File: src/rtl/gfx_fb_writer_pkg.sv
// Shared width helpers for the framebuffer writer.
package gfx_fb_writer_pkg;

  localparam int unsigned H_WIDTH_DEF     = 12;
  localparam int unsigned V_WIDTH_DEF     = 12;
  localparam int unsigned PIXEL_WIDTH_DEF = 12;
  localparam int unsigned ADDR_WIDTH_DEF  = 20;

  // Full y*h+x product width before truncation to the address bus.
  function automatic int unsigned prod_width(input int unsigned h_w, input int unsigned v_w);
    return h_w + v_w;
  endfunction

endpackage

File: src/rtl/gfx_fb_writer_pipe_reg.sv
// Generic single-entry valid/ready register slice.
module gfx_pipe_reg #(
  parameter int DATA_WIDTH = 8
) (
  input  logic                  clk,
  input  logic                  rst,
  input  logic                  in_valid,
  input  logic [DATA_WIDTH-1:0] in_data,
  output logic                  in_ready,
  output logic                  out_valid,
  output logic [DATA_WIDTH-1:0] out_data,
  input  logic                  out_ready
);

  assign in_ready = !out_valid || out_ready;

  always_ff @(posedge clk) begin
    if (rst) begin
      out_valid <= 1'b0;
    end else if (in_ready) begin
      out_valid <= in_valid;
      if (in_valid) out_data <= in_data;
    end
  end

endmodule

File: src/rtl/gfx_fb_writer.sv
// Pixel stream sink: range-checks (x, y, pixel) beats and issues linear
// framebuffer writes at y*h_visible + x through a two-stage pipeline.
module gfx_fb_writer
  import gfx_fb_writer_pkg::*;
#(
  parameter int H_WIDTH     = H_WIDTH_DEF,
  parameter int V_WIDTH     = V_WIDTH_DEF,
  parameter int PIXEL_WIDTH = PIXEL_WIDTH_DEF,
  parameter int ADDR_WIDTH  = ADDR_WIDTH_DEF
) (
  input  logic                   clk,
  input  logic                   rst,
  input  logic                   s_gfx_valid,
  input  logic [H_WIDTH-1:0]     s_gfx_x,
  input  logic [V_WIDTH-1:0]     s_gfx_y,
  input  logic [PIXEL_WIDTH-1:0] s_gfx_pixel,
  output logic                   s_gfx_ready,
  output logic                   m_mem_valid,
  output logic [ADDR_WIDTH-1:0]  m_mem_addr,
  output logic [PIXEL_WIDTH-1:0] m_mem_data,
  input  logic                   m_mem_ready,
  input  logic [H_WIDTH-1:0]     h_visible,
  input  logic [V_WIDTH-1:0]     v_visible,
  output logic                   frame_done,
  output logic                   oob_drop
);

  localparam int PROD_W = int'(prod_width(H_WIDTH, V_WIDTH));
  localparam int A_W    = 2 + PIXEL_WIDTH + H_WIDTH + V_WIDTH;
  localparam int B_W    = 1 + PIXEL_WIDTH + ADDR_WIDTH;

  logic                   in_range_d;
  logic                   last_d;
  logic [A_W-1:0]         a_in_data;
  logic                   a_in_ready;
  logic                   a_valid;
  logic [A_W-1:0]         a_data;
  logic                   a_out_ready;
  logic                   a_in_range;
  logic                   a_last;
  logic [PIXEL_WIDTH-1:0] a_pixel;
  logic [H_WIDTH-1:0]     a_x;
  logic [V_WIDTH-1:0]     a_y;
  logic [PROD_W-1:0]      full_addr;
  logic                   b_in_valid;
  logic                   b_in_ready;
  logic [B_W-1:0]         b_in_data;
  logic [B_W-1:0]         b_data;
  logic                   b_last;

  // With h_visible==0 the last compare can alias, but in_range masks it.
  assign in_range_d = (s_gfx_x < h_visible) && (s_gfx_y < v_visible);
  assign last_d     = (s_gfx_x == h_visible - H_WIDTH'(1)) &&
                      (s_gfx_y == v_visible - V_WIDTH'(1));
  assign a_in_data  = {last_d, in_range_d, s_gfx_pixel, s_gfx_x, s_gfx_y};

  assign s_gfx_ready = a_in_ready && !rst;

  gfx_pipe_reg #(.DATA_WIDTH(A_W)) u_stage_a (
    .clk       (clk),
    .rst       (rst),
    .in_valid  (s_gfx_valid),
    .in_data   (a_in_data),
    .in_ready  (a_in_ready),
    .out_valid (a_valid),
    .out_data  (a_data),
    .out_ready (a_out_ready)
  );

  assign {a_last, a_in_range, a_pixel, a_x, a_y} = a_data;

  // Out-of-range beats leave stage A without needing room in stage B.
  assign a_out_ready = b_in_ready || !a_in_range;
  assign b_in_valid  = a_valid && a_in_range;
  assign full_addr   = PROD_W'(a_y) * PROD_W'(h_visible) + PROD_W'(a_x);
  assign b_in_data   = {a_last, a_pixel, ADDR_WIDTH'(full_addr)};

  gfx_pipe_reg #(.DATA_WIDTH(B_W)) u_stage_b (
    .clk       (clk),
    .rst       (rst),
    .in_valid  (b_in_valid),
    .in_data   (b_in_data),
    .in_ready  (b_in_ready),
    .out_valid (m_mem_valid),
    .out_data  (b_data),
    .out_ready (m_mem_ready)
  );

  assign {b_last, m_mem_data, m_mem_addr} = b_data;

  assign oob_drop = a_valid && !a_in_range && !rst;

  always_ff @(posedge clk) begin
    if (rst) begin
      frame_done <= 1'b0;
    end else begin
      frame_done <= m_mem_valid && m_mem_ready && b_last;
    end
  end

endmodule
File: config.mk
export PLATFORM = sky130hd
export DESIGN_NAME = gfx_fb_writer
export DESIGN_NICKNAME = d
export VERILOG_FILES = /design/src/rtl/gfx_fb_writer_pkg.sv /design/src/rtl/gfx_fb_writer_pipe_reg.sv /design/src/rtl/gfx_fb_writer.sv
export SDC_FILE = /design/constraint.sdc
export NUM_CORES = 1
export LEC_CHECK = 0
export ABC_AREA = 1
export ABC_CLOCK_PERIOD_IN_PS = 14650
export CORE_AREA = 2 2 129 131
export DETAILED_ROUTE_END_ITERATION = 16
export DIE_AREA = 0 0 131 133
export GPL_TIMING_DRIVEN = 0
export HOLD_SLACK_MARGIN = 0.05
export MAX_ROUTING_LAYER = met4
export PLACE_DENSITY_LB_ADDON = 0.15
export SYNTH_ARGS = -nofsm -noshare
export SYNTH_HDL_FRONTEND = slang
export SYNTH_HIERARCHICAL = 1
export SYNTH_SLANG_ARGS = --single-unit
File: constraint.sdc
create_clock -name clk -period 14.65 [get_ports clk]
set_clock_uncertainty 0.1 [all_clocks]
set_input_delay 2.1975 -clock clk [delete_from_list [all_inputs] [get_ports clk]]
set_output_delay 2.1975 -clock clk [all_outputs]
set_load 0.05 [all_outputs]
Yosys cells after proc, flatten, opt, wreduce, memory -nomap -nowiden:

Index checks and enable logic that the tools add are counted.

* bitwise gates (word level): 1
* add/sub/neg operators: 3
* magnitude comparators: 2
* eq/ne operators: 2
* $mul: 1
* reductions and logical operators: 17

Operator list (count)
* $eq A12 B12 Y1: 2
* $lt A12 B12 Y1: 2
* $sub A12 B1 Y12 const B: 2
* $add A20 B12 Y20: 1
* $mul A12 B12 Y20: 1
* $logic_and A1 B1 Y1: 8
* $reduce_and A3 Y1: 2
* $logic_not A1 Y1: 4
* $logic_or A1 B1 Y1: 3
* $not A1 Y1: 1

* input port bits: 64
* word-level logic and storage cells: 31
* bits in registers: 74

Logic depth before layout (Yosys ltp):

Gate-level depths: netlist (run 1).

* depth after elaboration: 5
* gate-level depth with buffers: 23
* gate-level depth less buffers: 20

By module:

Netlist (run 1), hierarchy kept.

By module, submodules not included
* gfx_fb_writer: cells each 931, seq. area each 20.0 sq um, instances 1, area each 6437.4 sq um
* gfx_pipe_reg at u_stage_a: cells each 47, seq. area each 1161.1 sq um, instances 1, area each 1197.4 sq um
* gfx_pipe_reg at u_stage_b: cells each 42, seq. area each 1011.0 sq um, instances 1, area each 1047.3 sq um

Worst setup path before layout (run 1):

No wires, ideal clock.

* path type: input port to flip-flop
* start point: in h_visible[2]
* end point: reg u_stage_b.out_data[16], data pin
* required time: 14.290 ns
* stages on the path: 21
* library setup time: 0.260 ns
* path buffers: 2
* setup slack: 7.886 ns
* data arrival time: 6.404 ns
* cell sequence: buf_6 clkbuf_1 nand2_1 inv_1 fa_1 inv_1 fa_1 inv_1 fa_1 inv_1 fa_1 fa_1 inv_1 ha_1 a21oi_1 o21ai_0 a21oi_1 o21ai_2 nand4_1 nand2_1 xor2_1

* word-level cells in the longest chain between the ends: 2

Ends and longest elaborated chain
* start: declaration: line gfx_fb_writer.sv:22 `input logic [H_WIDTH-1:0] h_visible,`
* $mul A12 B12 Y20: line gfx_fb_writer.sv:75 `assign full_addr = PROD_W'(a_y) * PROD_W'(h_visible) + PROD_W'(a_x);`
* $add A20 B12 Y20: line gfx_fb_writer.sv:75
* via full_addr[16]: line gfx_fb_writer.sv:44 `logic [PROD_W-1:0] full_addr;`
* end signal: assignment: line gfx_fb_writer_pipe_reg.sv:22 `if (in_valid) out_data <= in_data;`
* end: declaration: line gfx_fb_writer_pipe_reg.sv:11 `output logic [DATA_WIDTH-1:0] out_data,`

The timed path passes the listed nets, and every way through them passes these cells.
A chain may end at the register's enable or synchronous reset.

Worst setup path in the final report (run 1):

* start point: in h_visible[6]
* end point: reg u_stage_b.out_data[19], data pin

The elaborated chain is that of the path after synthesis.

==> results of run 1 <==
routing by layer:
metal	routed length [µm]	track usage [%]
met4	310	6.62
met5	0	-
met2	9070	38.3
met1	8200	30.6
met3	648	3.60
layout by cell type, fill, tap and decap left out, drive strengths merged, types with 20 or more instances in the layout:
master         synthesis  layout
a21oi                 25      25
clkbuf                22      31
clkdlybuf4s50          0      95
edfxtp                71      71
fa                   106     106
ha                    78      78
inv                  310     314
nand2                240     240
nand3                 34      34
nor2                  38      38
xor2                  20      20
per-stage QoR:
stage	power [mW]	setup slack, ns	cells	utilization, %	hold WS [ns]
5_1_grt	1.59	6.80	1352	63.4	0.324
2_1_floorplan	1.02	7.89	1020	-	0.300
3_5_place_dp	1.22	6.74	1336	61.5	0.306
6_report	1.45	7.09	1352	63.4	0.319
3_3_place_gp	1.20	6.85	1335	61.3	0.300
4_1_cts	1.46	7.10	1352	63.4	0.321
power by group through the flow:
stage / Combinational, mW / Clock, mW / Sequential, mW
after global placement: 0.893 / 0 / 0.306
after global routing: 1.05 / 0.242 / 0.303
after detailed placement: 0.912 / 0 / 0.306
final: 0.915 / 0.230 / 0.301
after CTS: 0.919 / 0.236 / 0.301
after floorplan: 0.677 / 0 / 0.340
state kept, by name, summed over array words and instances, names as in the netlist:
name / cells
u_stage_a/out_data: 38
u_stage_b/out_data: 33
frame_done: 1
u_stage_a/out_valid: 1
u_stage_b/out_valid: 1
critical path, delay by kind of cell:
family | cells | cell delay, ns
AND/OR/NAND/NOR | 9 | 1.09
buffers and inverters | 6 | 1.48
adder cells (fa/ha/maj) | 6 | 2.79
kinds of logic (layout without fill, tap and decap cells):
logic type / count (synthesis) / in the layout / synth area share [%]
flip-flops: 74 / 74 / 25.2
adder cells (fa/ha/maj): 184 / 184 / 35.7
buffers and inverters: 341 / 453 / 15.1
XOR/XNOR: 35 / 35 / 3.95
AND/OR/NAND/NOR: 333 / 333 / 16.6
AO/OA/AOI/OAI: 53 / 53 / 3.49
worst max path at each step:
stage               slack [ns]         start                endpoint
finish                    7.09  h_visible[6]  u_stage_b/out_data[19]
global route              6.80  h_visible[5]  u_stage_b/out_data[19]
CTS                       7.10  h_visible[6]  u_stage_b/out_data[19]
detailed placement        6.74  h_visible[6]  u_stage_b/out_data[19]
global placement          6.85  h_visible[5]  u_stage_b/out_data[19]
floorplan                 7.89  h_visible[2]  u_stage_b/out_data[16]
layout make-up:
cell class | instances | area (µm²) | area share, %
plain buffers | 30 | 141 | 1.38
clock buffers | 9 | 225 | 2.20
clock inverters | 7 | 82.6 | 0.806
inverters | 311 | 1170 | 11.4
multi-input cells | 605 | 5190 | 50.7
flip-flops and latches | 74 | 2190 | 21.4
well taps | 220 | 275 | 2.69
repair buffers | 96 | 971 | 9.48
synth_stat cells:
library cell,count,area (µm²)
a211oi_1,1,7.51
a21o_1,4,30.0
a21oi_1,25,125
a31oi_1,3,18.8
and2_1,1,6.26
buf_2,5,25.0
buf_6,3,33.8
clkbuf_1,22,82.6
clkinv_1,1,3.75
dfxtp_1,3,60.1
edfxtp_1,71,2130
fa_1,106,2120
ha_1,78,976
inv_1,306,1150
inv_2,4,15.0
nand2_1,236,886
nand2_2,4,25.0
nand2b_1,1,6.26
nand3_1,34,170
nand3b_1,3,22.5
nand4_1,8,50.1
nand4_4,1,21.3
nor2_1,26,97.6
nor2_2,8,50.1
nor2_4,3,33.8
nor2_8,1,20.0
nor3_1,3,15.0
nor3_2,2,20.0
nor3b_1,1,7.51
o2111ai_1,1,8.76
o211ai_1,2,15.0
o21a_1,2,15.0
o21ai_0,9,45.0
o21ai_1,4,20.0
o21ai_2,1,8.76
o221ai_1,1,8.76
or2_2,1,6.26
xnor2_1,13,114
xnor3_1,1,22.5
xor2_1,19,166
xor2_2,1,16.3
xor3_1,1,23.8
==> impl_metrics.json, run 1 <==
{
  "sw_frac_of_total_pct": 44.6,
  "p_per_area_nw_per_um2": 141,
  "leakage_nw": 5.45,
  "synthToLayoutAreaGrowth_pct": 18.0,
  "hpwlAfterDp_um": 14900,
  "ys_ff_latch": 74,
  "tns_ns": 0,
  "slowest_stage": "clkdlybuf4s50_1",
  "fillerInstances": 1447,
  "io_buffers": 95,
  "clock_power_share_pct": 15.9,
  "ios": 100,
  "ys_warn_count": 6,
  "detail-route-antenna-nets": 0,
  "rr_startpoint": "u_stage_a/out_data[7]",
  "htree_levels": 3,
  "switchingPower_uw": 645,
  "status": "finished, final reports clean",
  "period_share_pct": 51.6,
  "cts-root-buf": "clkbuf_16",
  "syn_area_um2": 8680,
  "max-cap-violations": 0,
  "fp.dieW_um": 131,
  "vdd_drop_max_uv": 115,
  "worstSetupEndpointType": "flop",
  "start_kind": "input pin",
  "hp-start": "u_stage_a/out_data[24]",
  "grt.total_usage_pct": 23.5,
  "clock-sinks": 74,
  "path_class": "in2reg",
  "p_int_uw": 801,
  "gp_congestion": 0.882,
  "routed_wl_um": 18200,
  "fin_nets": 1375,
  "sequentialPowerShare_pct": 20.8,
  "hold_path.class": "reg2reg",
  "vias_per_cell": 4.74,
  "holdBufCountCts": 0,
  "synth_cell_types": 42,
  "core_um2": 16200,
  "cts_setup_buffers": 0,
  "numCtsBuffers": 9,
  "min_period_ns": 7.56,
  "grt_pass1_vias": 6530,
  "grt_pass1_wl_um": 30800,
  "dr.pass1.iters": 4,
  "synthCells": 1020,
  "reg2reg_depth": 20,
  "critPathArrivalTime_ns": 7.56,
  "grt_max_degree": 34,
  "setup_violations": 0,
  "vias": 6411,
  "drc": 0,
  "detail_route.iter0.violations": 278,
  "overflow": 0,
  "clk_latency_ns": 0.35,
  "wl_per_cell_um": 13.5,
  "seq_area_frac_synth_pct": 25.2,
  "initial_core_util_pct": 53.7,
  "maxSlewViolCount": 0,
  "slew_headroom_pct": 38.7,
  "path_cells": "clkdlybuf4s50_1 -> clkbuf_1 -> nand2_1 -> fa_1 -> inv_1 -> fa_1 -> fa_1 -> fa_1 -> inv_1 -> fa_1 -> inv_1 -> ha_1 -> buf_2 -> nand2_1 -> nor2_1 -> nand3_1 -> nand3_1 -> nand4_1 -> nand3_1 -> nand2b_1 -> nand2_1",
  "final_cell_area_um2": 10200,
  "die_area_um2": 17400,
  "rrSetupSlack_ns": 9.24,
  "final_layout_size_suffix_gt1_share_pct": 4.51,
  "clk_pin_slew_ns": 0.06,
  "cp_max_fo": 10,
  "critical_path.max_stage_delay_ns": 0.63,
  "holdPathEnd": "u_stage_b/out_data[20]",
  "worst-endpoint-required_ns": 14.64,
  "place_area_um2": 9940,
  "fmaxAchievable_ghz": 0.132,
  "cts_tree": "built",
  "rsz0062_at_grt": "no",
  "die_h_um": 133,
  "antenna_found_initial": 0,
  "cpMostUsedCell": "fa_1",
  "tightest_slew_ns": 0.918,
  "hold_viol_final": 0,
  "cts_buffer_depth": 2,
  "synth_fp_nets": 1268,
  "hold_depth": 0,
  "row_count": 47,
  "antenna_cells": 0,
  "timing.rr.end": "u_stage_b/out_data[16]",
  "pwr-share-comb_pct": 63.3,
  "cts_resized": 0,
  "postSynthAreaPerCell_um2": 8.51
}
No activity file was read; power rests on OpenSTA's default activity.
==> run 2: changes to the inputs <==
--- a/config.mk
+++ b/config.mk
@@ -6,10 +6,10 @@
 export NUM_CORES = 1
 export LEC_CHECK = 0
 export ABC_AREA = 1
-export ABC_CLOCK_PERIOD_IN_PS = 14650
-export CORE_AREA = 2 2 129 131
+export ABC_CLOCK_PERIOD_IN_PS = 6300
+export CORE_AREA = 2 2 131 133
 export DETAILED_ROUTE_END_ITERATION = 16
-export DIE_AREA = 0 0 131 133
+export DIE_AREA = 0 0 133 135
 export GPL_TIMING_DRIVEN = 0
 export HOLD_SLACK_MARGIN = 0.05
 export MAX_ROUTING_LAYER = met4
==> constraint.sdc (replaced) <==
create_clock -name clk -period 6.3 [get_ports clk]
set_clock_uncertainty 0.1 [all_clocks]
set_input_delay 0.945 -clock clk [delete_from_list [all_inputs] [get_ports clk]]
set_output_delay 0.945 -clock clk [all_outputs]
set_load 0.05 [all_outputs]
==> run 2 against run 1 <==
Net effect:
- power increased by 140%
- global-route usage fell by 0.57 points
- cell count is essentially flat
- critical endpoint unchanged
- utilization shrank 0.70 points
- sequential power up 130%
- combinational power is 140% higher
==> impl_metrics.json, run 2 (synthesis gave the netlist of run 1 again) <==
{
  "ff_latch_area_um2": 2190,
  "hold_path.class": "reg2reg",
  "cts_tree": "built",
  "drc": 0,
  "cp_max_fo": 10,
  "path_delay_family": "adder cells",
  "clock-sinks": 74,
  "final_layout_size_suffix_gt1_share_pct": 5.22,
  "final_cell_mix": "inv_1, nand2_1, fa_1",
  "sw_frac_of_total_pct": 45.3,
  "pwr-share-comb_pct": 63.4,
  "detail_route.iter0.violations": 314,
  "grt_pass1_wl_um": 31200,
  "worst-endpoint-required_ns": 6.31,
  "setup_violations": 0,
  "p_int_mw": 1.87,
  "start_kind": "input pin",
  "worstSetupEndpointType": "flop",
  "detail-route-antenna-nets": 0,
  "final_common_cell": "inv_1",
  "wl_per_cell_um": 13.7,
  "clk_latency_ns": 0.35,
  "final_cell_area_um2": 10300,
  "leakage_nw": 5.50,
  "tightest_slew_ns": 0.775,
  "path_cells": "clkdlybuf4s50_1 -> buf_2 -> nand2_1 -> inv_1 -> fa_1 -> inv_1 -> fa_1 -> inv_1 -> fa_1 -> fa_1 -> inv_1 -> fa_1 -> inv_1 -> ha_1 -> nand2_1 -> o21ai_0 -> nand2_1 -> nand3_2 -> nand4_1 -> nand3_1 -> nand2b_1 -> nand2_1",
  "hold_viol_final": 0,
  "multi_input_area_um2": 5200,
  "dr.pass1.iters": 5,
  "path_class": "in2reg",
  "place_area_um2": 9960,
  "rr_startpoint": "u_stage_a/out_data[7]",
  "critPathBufInv": 7,
  "core_um2": 16400,
  "status": "finished, final reports clean",
  "vdd_drop_max_uv": 299,
  "worstSetupEndpoint": "u_stage_b/out_data[19]",
  "vias_per_cell": 4.75,
  "maxSlewViolCount": 0,
  "clk_pin_slew_ns": 0.06,
  "row_count": 47,
  "switchingPower_mw": 1.55,
  "fmaxAchievable_ghz": 0.167,
  "timing.rr.end": "u_stage_b/out_data[19]",
  "fin_nets": 1374,
  "critPathArrivalTime_ns": 6.01,
  "reg2reg_depth": 19,
  "fillerInstances": 1431,
  "slowest_stage": "clkdlybuf4s50_1",
  "period_share_pct": 95.2,
  "cts-root-buf": "clkbuf_16",
  "hpwlAfterDp_um": 15300,
  "cts_buffer_depth": 2,
  "critical_path.max_stage_delay_ns": 0.56,
  "largest_register_ffs": 38,
  "die_area_um2": 18000,
  "slew_headroom_pct": 48.2,
  "die_h_um": 135,
  "antenna_cells": 0,
  "top_regs": "u_stage_a/out_data: 38 flops, u_stage_b/out_data: 33 flops",
  "ios": 100,
  "utilization_pct": 62.7,
  "vias": 6423,
  "sequentialPowerShare_pct": 20.5,
  "antenna_found_initial": 0,
  "synthToLayoutAreaGrowth_pct": 18.4,
  "path_depth": 22,
  "holdBufCountCts": 0,
  "routed_wl_um": 18500,
  "overflow": 0,
  "fp.dieW_um": 133,
  "gp_congestion": 0.856,
  "grt.total_usage_pct": 23.0,
  "clock_power_share_pct": 16.1,
  "grt_max_degree": 33,
  "io_buffers": 95,
  "grt_pass1_vias": 6545,
  "numCtsBuffers": 9,
  "p_per_area_nw_per_um2": 332,
  "htree_levels": 3,
  "max-cap-violations": 0,
  "rrSetupSlack_ns": 0.87,
  "cts_setup_buffers": 0,
  "setup.worst_path.start": "h_visible[0]",
  "rsz0062_at_grt": "no",
  "min_period_ns": 6.00,
  "initial_core_util_pct": 52.9,
  "top_register": "u_stage_a/out_data"
}
-- run 2: cell types whose count changed in the layout (fill, tap and decap cells not counted), sizes merged --
cell,previous run,this run
clkdlybuf4s50,95,93
clkinv,1,3
inv,314,313
clkbuf,31,27
buf,9,12
dlymetal6s2s,0,2
clkinvlp,2,1
-- run 2: layout make-up --
type / instances / share of cell area (%)
clock inverter: 7 / 0.815
multi-input combinational: 605 / 50.6
inverter: 311 / 11.4
buffer: 28 / 1.36
sequential: 74 / 21.3
tap: 220 / 2.68
clock buffer: 9 / 2.19
timing repair buffer: 97 / 9.69
-- run 2: what timing repair did --
action | CTS | global route
pin swaps | 0 | 0
setup endpoints to repair | 1 | 8
gates resized for setup | 1 | 14
hold endpoints to repair | 0 | 0
-- run 2: worst min path at each step --
| stage | startpoint | to | slack, ns | depth (start not counted) |
|---|---|---|---|---|
| after detailed placement | u_stage_a/out_data[30] | u_stage_b/out_data[26] | 0.31 | 0 |
| after global routing | u_stage_a/out_data[26] | u_stage_b/out_data[22] | 0.33 | 0 |
| final | u_stage_a/out_data[26] | u_stage_b/out_data[22] | 0.32 | 0 |
| after floorplan | u_stage_a/out_data[24] | u_stage_b/out_data[20] | 0.30 | 0 |
| after global placement | u_stage_a/out_data[25] | u_stage_b/out_data[21] | 0.30 | 0 |
| after CTS | u_stage_a/out_data[27] | u_stage_b/out_data[23] | 0.32 | 0 |
-- run 2: per-layer routing --
| layer | wire length (µm) | up-vias | global-route usage, % |
|---|---|---|---|
| met5 | 0 | - | - |
| li1 | - | 3232 | - |
| met2 | 9190 | 141 | 39.6 |
| met4 | 289 | 0 | 5.85 |
| met1 | 8240 | 3029 | 28.6 |
| met3 | 790 | 21 | 3.49 |
-- run 2: metrics by stage --
stage                     worst slack (ns)  instances  setup TNS, ns  power, mW  hold slack (ns)
after CTS                            0.106       1352              0       3.44            0.322
after detailed placement            -0.439       1337          -2.05       2.87            0.307
after global routing                0.0612       1351              0       3.78            0.328
after global placement              -0.347       1335          -1.59       2.80            0.301
after floorplan                      0.788       1020              0       2.36            0.300
final                                0.300       1351              0       3.42            0.321
-- run 2: power groups by stage --
stage | clock [mW] | combinational (mW) | sequential, mW
finish | 0.549 | 2.17 | 0.700
global route | 0.576 | 2.50 | 0.703
CTS | 0.563 | 2.18 | 0.700
detailed placement | 0 | 2.16 | 0.711
global placement | 0 | 2.09 | 0.711
floorplan | 0 | 1.57 | 0.792
